$ cat config.mk
export PLATFORM = sky130hd
export DESIGN_NAME = int_sched
export DESIGN_NICKNAME = d
export VERILOG_FILES = /design/src/rtl/int_pkg.sv /design/src/rtl/int_prio_enc.sv /design/src/rtl/int_sched.sv
export SDC_FILE = /design/constraint.sdc
export NUM_CORES = 1
export LEC_CHECK = 0
export BUFFER_PORTS_ARGS = -buffer_cell sky130_fd_sc_hd__buf_4
export CAP_MARGIN = 20
export CORE_MARGIN = 5
export CORE_UTILIZATION = 30
export CTS_CLUSTER_DIAMETER = 60
export DETAILED_ROUTE_END_ITERATION = 16
export HOLD_SLACK_MARGIN = 0.15
export SYNTH_ARGS = -nofsm -noshare
export SYNTH_HDL_FRONTEND = slang
export SYNTH_SLANG_ARGS = --single-unit
$ cat constraint.sdc
create_clock -name clk -period 1.2 [get_ports clk]
set_input_delay 0.06 -clock clk [delete_from_list [all_inputs] [get_ports clk]]
set_output_delay 0.06 -clock clk [all_outputs]
set_load 0.005 [all_outputs]
$ cat src/rtl/int_pkg.sv
// Shared types and constants for the interrupt scheduler: FSM states,
// default handler vectors and the source-index width helper.
package int_pkg;

  typedef enum logic [1:0] {
    IDLE    = 2'd0,
    REQ     = 2'd1,
    SERVICE = 2'd2
  } state_t;

  localparam logic [31:0] DEF_VEC0 = 32'h0000_0009;
  localparam logic [31:0] DEF_VEC1 = 32'h0000_0020;
  localparam logic [31:0] DEF_VEC2 = 32'h0000_0020;
  localparam logic [31:0] DEF_VEC3 = 32'h0000_0009;

  // Index width for n sources; never below one bit.
  function automatic int id_width(input int n);
    return (n <= 2) ? 1 : $clog2(n);
  endfunction

endpackage

$ cat src/rtl/int_prio_enc.sv
// Combinational fixed-priority encoder: lowest set bit wins, with a valid flag.
module int_prio_enc
  import int_pkg::*;
#(
  parameter int N   = 4,
  parameter int IDW = id_width(N)
) (
  input  logic [N-1:0]   req,
  output logic           valid,
  output logic [IDW-1:0] idx
);

  // Walk from the top down so the lowest asserted index is the last writer.
  always_comb begin
    valid = 1'b0;
    idx   = '0;
    for (int i = N - 1; i >= 0; i--) begin
      if (req[i]) begin
        valid = 1'b1;
        idx   = IDW'(i);
      end
    end
  end

endmodule

$ cat src/rtl/int_sched.sv
// Interrupt scheduler in front of fetch: latch, mask, prioritise, hand off one
// request and block until rti. INT_SCHED_EDGE_EN selects rising-edge irq capture.
module int_sched
  import int_pkg::*;
#(
  parameter int          NUM_SRC = 4,
  parameter logic [31:0] VEC0    = DEF_VEC0,
  parameter logic [31:0] VEC1    = DEF_VEC1,
  parameter logic [31:0] VEC2    = DEF_VEC2,
  parameter logic [31:0] VEC3    = DEF_VEC3
) (
  input  logic                        clk,
  input  logic                        reset,
  input  logic [NUM_SRC-1:0]          irq,
  input  logic                        mask_we,
  input  logic [NUM_SRC-1:0]          mask_wdata,
  input  logic                        stall,
  input  logic                        br_stall,
  input  logic                        int_ack,
  input  logic                        rti,
  output logic                        int_req,
  output logic [31:0]                 int_vector,
  output logic [id_width(NUM_SRC)-1:0] int_id,
  output logic                        in_service,
  output logic [NUM_SRC-1:0]          pending,
  output logic [NUM_SRC-1:0]          mask
);

  localparam int IDW = id_width(NUM_SRC);

  state_t             state_reg;
  logic               int_req_reg;
  logic [31:0]        int_vector_reg;
  logic [IDW-1:0]     int_id_reg;
  logic               in_service_reg;
  logic [NUM_SRC-1:0] pending_reg;
  logic [NUM_SRC-1:0] pending_next;
  logic [NUM_SRC-1:0] mask_reg;
  logic [NUM_SRC-1:0] set_vec;
  logic [NUM_SRC-1:0] clr_vec;
  logic [NUM_SRC-1:0] eligible;
  logic               sel_valid;
  logic [IDW-1:0]     sel_idx;
  logic [31:0]        vec_tab [NUM_SRC];

`ifdef INT_SCHED_EDGE_EN
  logic [NUM_SRC-1:0] irq_d_reg;
  logic [NUM_SRC-1:0] edge_reg;

  // The rise is registered, costing one extra cycle before pending sets.
  always_ff @(posedge clk) begin
    if (reset) begin
      irq_d_reg <= '0;
      edge_reg  <= '0;
    end else begin
      irq_d_reg <= irq;
      edge_reg  <= irq & ~irq_d_reg;
    end
  end

  assign set_vec = edge_reg;
`else
  assign set_vec = irq;
`endif

  genvar gi;
  generate
    for (gi = 0; gi < NUM_SRC; gi++) begin : g_src
      assign vec_tab[gi] = (gi == 0) ? VEC0 :
                           (gi == 1) ? VEC1 :
                           (gi == 2) ? VEC2 : VEC3;
      assign clr_vec[gi] = (state_reg == REQ) && int_ack && (int_id_reg == IDW'(gi));
    end
  endgenerate

  // A fresh set in the acknowledge cycle outranks the clear.
  assign pending_next = (pending_reg & ~clr_vec) | set_vec;
  assign eligible     = pending_reg & ~mask_reg;

  int_prio_enc #(
    .N   (NUM_SRC),
    .IDW (IDW)
  ) u_prio_enc (
    .req   (eligible),
    .valid (sel_valid),
    .idx   (sel_idx)
  );

  always_ff @(posedge clk) begin
    if (reset) begin
      pending_reg <= '0;
      mask_reg    <= '0;
    end else begin
      pending_reg <= pending_next;
      if (mask_we) begin
        mask_reg <= mask_wdata;
      end
    end
  end

  always_ff @(posedge clk) begin
    if (reset) begin
      state_reg      <= IDLE;
      int_req_reg    <= 1'b0;
      int_vector_reg <= VEC0;
      int_id_reg     <= '0;
      in_service_reg <= 1'b0;
    end else begin
      case (state_reg)
        IDLE: begin
          if (sel_valid && !stall && !br_stall) begin
            state_reg      <= REQ;
            int_req_reg    <= 1'b1;
            int_id_reg     <= sel_idx;
            int_vector_reg <= vec_tab[sel_idx];
          end
        end
        // Request stays up regardless of stalls or mask changes until taken.
        REQ: begin
          if (int_ack) begin
            state_reg      <= SERVICE;
            int_req_reg    <= 1'b0;
            in_service_reg <= 1'b1;
          end
        end
        SERVICE: begin
          if (rti) begin
            state_reg      <= IDLE;
            in_service_reg <= 1'b0;
          end
        end
        default: begin
          state_reg      <= IDLE;
          int_req_reg    <= 1'b0;
          in_service_reg <= 1'b0;
        end
      endcase
    end
  end

  assign int_req    = int_req_reg;
  assign int_vector = int_vector_reg;
  assign int_id     = int_id_reg;
  assign in_service = in_service_reg;
  assign pending    = pending_reg;
  assign mask       = mask_reg;

endmodule

==> reports/metrics.cfg <==
[clock_network]
cts.clk_slew.worst_paths_ps = 100
ctsHoldBuffers = 12
clock_sink_count = 16
number_of_buffers_created_by_cts = 3
ctsLongestPathBuffers = 2
tritoncts = yes
h_tree_level_count = 1
root_buffer = sky130_fd_sc_hd__clkbuf_4
clock_latency_ps = 290

[critical_path]
critPathMaxStageDelay_ps = 350
path_cells = nor2b_2 -> buf_4 -> o21a_1 -> o31a_1
timing_worst_setup_path_type = flip-flop to flip-flop
setup.worst_path.start_class = flip-flop
end_kind = flip-flop
critical_path_at_ps = 1350
crit_required_ps = 1390
critical_path.max_fanout = 3
timing.critical_path.slowest_stage_cell = sky130_fd_sc_hd__dfxtp_1

[route]
vias = 786
vias_per_cell = 4.20
antenna_violating_nets_post_route = 0
detail_route.wirelength_um = 2180
firstDrtPassIters = 4
routed_wire_length_per_instance_um = 11.7
drt_drc_violations_left = 0
drt_iter0_markers = 24

[power]
static-leakage-power_nw = 0.626
switching_power_w = 0.000335
power.internal_w = 0.000857
comb_power_share_pct = 25.9
clock_power_share_pct = 24.4
power_density_mw_per_mm2 = 926
worst_voltage_drop_across_the_vdd_grid_mv = 0.610
switching_share_pct = 28.1
power_frac_seq_pct = 49.7
power.total_w = 0.00119

[logic_synthesis]
yosys_warnings = 0
synth_seq_area_share_pct = 35.9
netlist_area_um2 = 892
postSynth.topFlopCell = sky130_fd_sc_hd__dfxtp_1
netlist_instances = 103
ys_types = 26
syn-mean-instance-area_um2 = 8.66
yosys_register_bits = 16
synth_enable_flop_cells = 0
postSynth.asyncResetShare_pct = 0

[floorplanning]
rows = 19
die_w_um = 64.5
die-area_mm2 = 0.00416
floorplan.initialDensity_pct = 31.8
die_height_um = 64.5
floorplan.io_pins = 59
design.core.area_mm2 = 0.00281

[cells_and_area]
final_core_utilization_pct = 45.9
flow.area_growth_from_synthesis_pct = 44.3
final-instance-count-excl-fill = 187
layout-drive-gt1-share_pct = 33.3
nNetsFinal = 173
diodes = 0

[timing]
worst_clock_skew_ps = 5.11
period_needed_ps = 1160
timing_max_transition_violations_final = 0
totalNegativeSetupSlack_ps = 0
layout_setup_ws_ps = 35.8
max_freq_ghz = 0.859
final_hold_viol_count = 0
finalCritPeriodShare_pct = 97.0
finalSetupViolCount = 0
rsz_0062_raised_after_global_routing = true

[placed_design]
place_congestion = 0.782
dpl.hpwl_um = 1620
place_ws_ps = -15.2
port_buffers = 29
placedCellCount = 170

[grt]
pin_count_of_the_biggest_net_entering_global_routing = 17
first_global_vias = 727
global_route_wire_length_before_repair_um = 3180
grt_antenna_before_repair = 0
grt_residual_overflow = 0
global_route.usage.total_pct = 9.58

[status]
status = complete, no violations

[worst_hold_path]
min-delay-path-class = input pin to flip-flop

[flow_run]
maxCapViolations = 0

==> final timing paths <==
kind / cells after the start / from / endpoint / slack (ps)
worst max-delay path: 4 / pending[3] / int_vector[3] / 40
worst min register to register: 2 / int_req / int_req / 470
worst max register to register: 4 / pending[3] / int_vector[3] / 40
worst min-delay path: 4 / br_stall / int_id[0] / 120
==> routing by layer <==
| metal | vias up | GRT usage [%] | part of all wire [%] | wire length, um |
|---|---|---|---|---|
| met4 | 0 | 2.64 | 0.64 | 14 |
| met1 | 342 | 13.0 | 44 | 960 |
| met2 | 42 | 14.8 | 47 | 1020 |
| met5 | - | 0 | 0 | 0 |
| met3 | 2 | 2.76 | 8.7 | 189 |
| li1 | 400 | - | - | - |
==> per-stage QoR <==
stage,hold slack (ps),area (um^2)
after detailed placement,305,1100
after global placement,300,1100
after floorplan,139,997
final,124,1290
after global routing,148,1290
after CTS,112,1250
==> cells in the final DEF, fill, tap and decap left out <==
cell	n
sky130_fd_sc_hd__a21boi_1	1
sky130_fd_sc_hd__dlygate4sd3_1	12
sky130_fd_sc_hd__mux2i_1	4
sky130_fd_sc_hd__nor4_1	3
sky130_fd_sc_hd__o21a_1	1
sky130_fd_sc_hd__dfxtp_2	1
sky130_fd_sc_hd__nand3b_1	1
sky130_fd_sc_hd__nor2_1	10
sky130_fd_sc_hd__o31ai_1	1
sky130_fd_sc_hd__conb_1	29
sky130_fd_sc_hd__o31a_1	1
sky130_fd_sc_hd__o2111ai_1	1
sky130_fd_sc_hd__buf_4	42
sky130_fd_sc_hd__nand2_1	3
sky130_fd_sc_hd__dfxtp_1	15
sky130_fd_sc_hd__a221oi_2	2
sky130_fd_sc_hd__a21oi_1	4
sky130_fd_sc_hd__a21o_1	1
sky130_fd_sc_hd__nor3_1	3
sky130_fd_sc_hd__nand2b_1	4
sky130_fd_sc_hd__inv_1	3
sky130_fd_sc_hd__a2bb2oi_1	1
sky130_fd_sc_hd__o21ai_0	2
sky130_fd_sc_hd__clkbuf_4	3
sky130_fd_sc_hd__nor4_4	1
sky130_fd_sc_hd__nor2b_2	2
sky130_fd_sc_hd__o21ai_1	2
sky130_fd_sc_hd__nor2b_1	2
sky130_fd_sc_hd__o41ai_2	1
==> critical path: cells and delay by family, from the launching register on <==
family                 cells  cell delay (ps)
buffers and inverters      1              140
and+or+nand+nor            1              180
AOI/OAI and AO/OA          2              400
DFF                        1              350
==> synth_stat cells, types with 2 or more instances <==
master / count / area share, %
sky130_fd_sc_hd__a21oi_1: 4 / 2.2
sky130_fd_sc_hd__a221oi_1: 2 / 2.0
sky130_fd_sc_hd__buf_4: 30 / 25
sky130_fd_sc_hd__clkbuf_1: 2 / 0.84
sky130_fd_sc_hd__dfxtp_1: 16 / 36
sky130_fd_sc_hd__inv_1: 3 / 1.3
sky130_fd_sc_hd__mux2i_1: 4 / 4.5
sky130_fd_sc_hd__nand2_1: 3 / 1.3
sky130_fd_sc_hd__nand2b_1: 4 / 2.8
sky130_fd_sc_hd__nor2_1: 10 / 4.2
sky130_fd_sc_hd__nor2b_1: 4 / 2.8
sky130_fd_sc_hd__nor3_1: 3 / 1.7
sky130_fd_sc_hd__nor4_1: 3 / 2.1
sky130_fd_sc_hd__o21ai_0: 2 / 1.1
sky130_fd_sc_hd__o21ai_1: 2 / 1.1
==> cells by family after synthesis <==
family	Yosys count	share of synthesized area, %
and+or+nand+nor	29	18.1
buffers and inverters	35	27.3
other	1	0.420
muxes	4	4.49
DFF	16	35.9
AOI/OAI and AO/OA	18	13.7
==> power groups by stage <==
stage                     Clock [W]  Combinational, W  Sequential, W
final                      0.000291          0.000309       0.000592
after global routing       0.000317          0.000343       0.000597
after CTS                  0.000292          0.000288       0.000591
after detailed placement          0          0.000255       0.000603
after global placement            0          0.000255       0.000602
after floorplan                   0          0.000177       0.000607
==> timing repair <==
action / in CTS / in global routing
pin swaps: 1 / 1
setup endpoints to repair: 4 / 6
gates resized for setup: 0 / 7
buffers inserted: 0 / 2
endpoints found under the hold margin: 16 / 2
==> layout make-up <==
class,instances,area [um^2]
Inverter,3,11.3
Tap cell,31,38.8
Clock buffer,3,22.5
Sequential cell,16,322
Timing Repair Buffer,54,435
Fill cell,288,1520
Multi-Input combinational cell,80,458
Power figures use the tool's default switching activity.
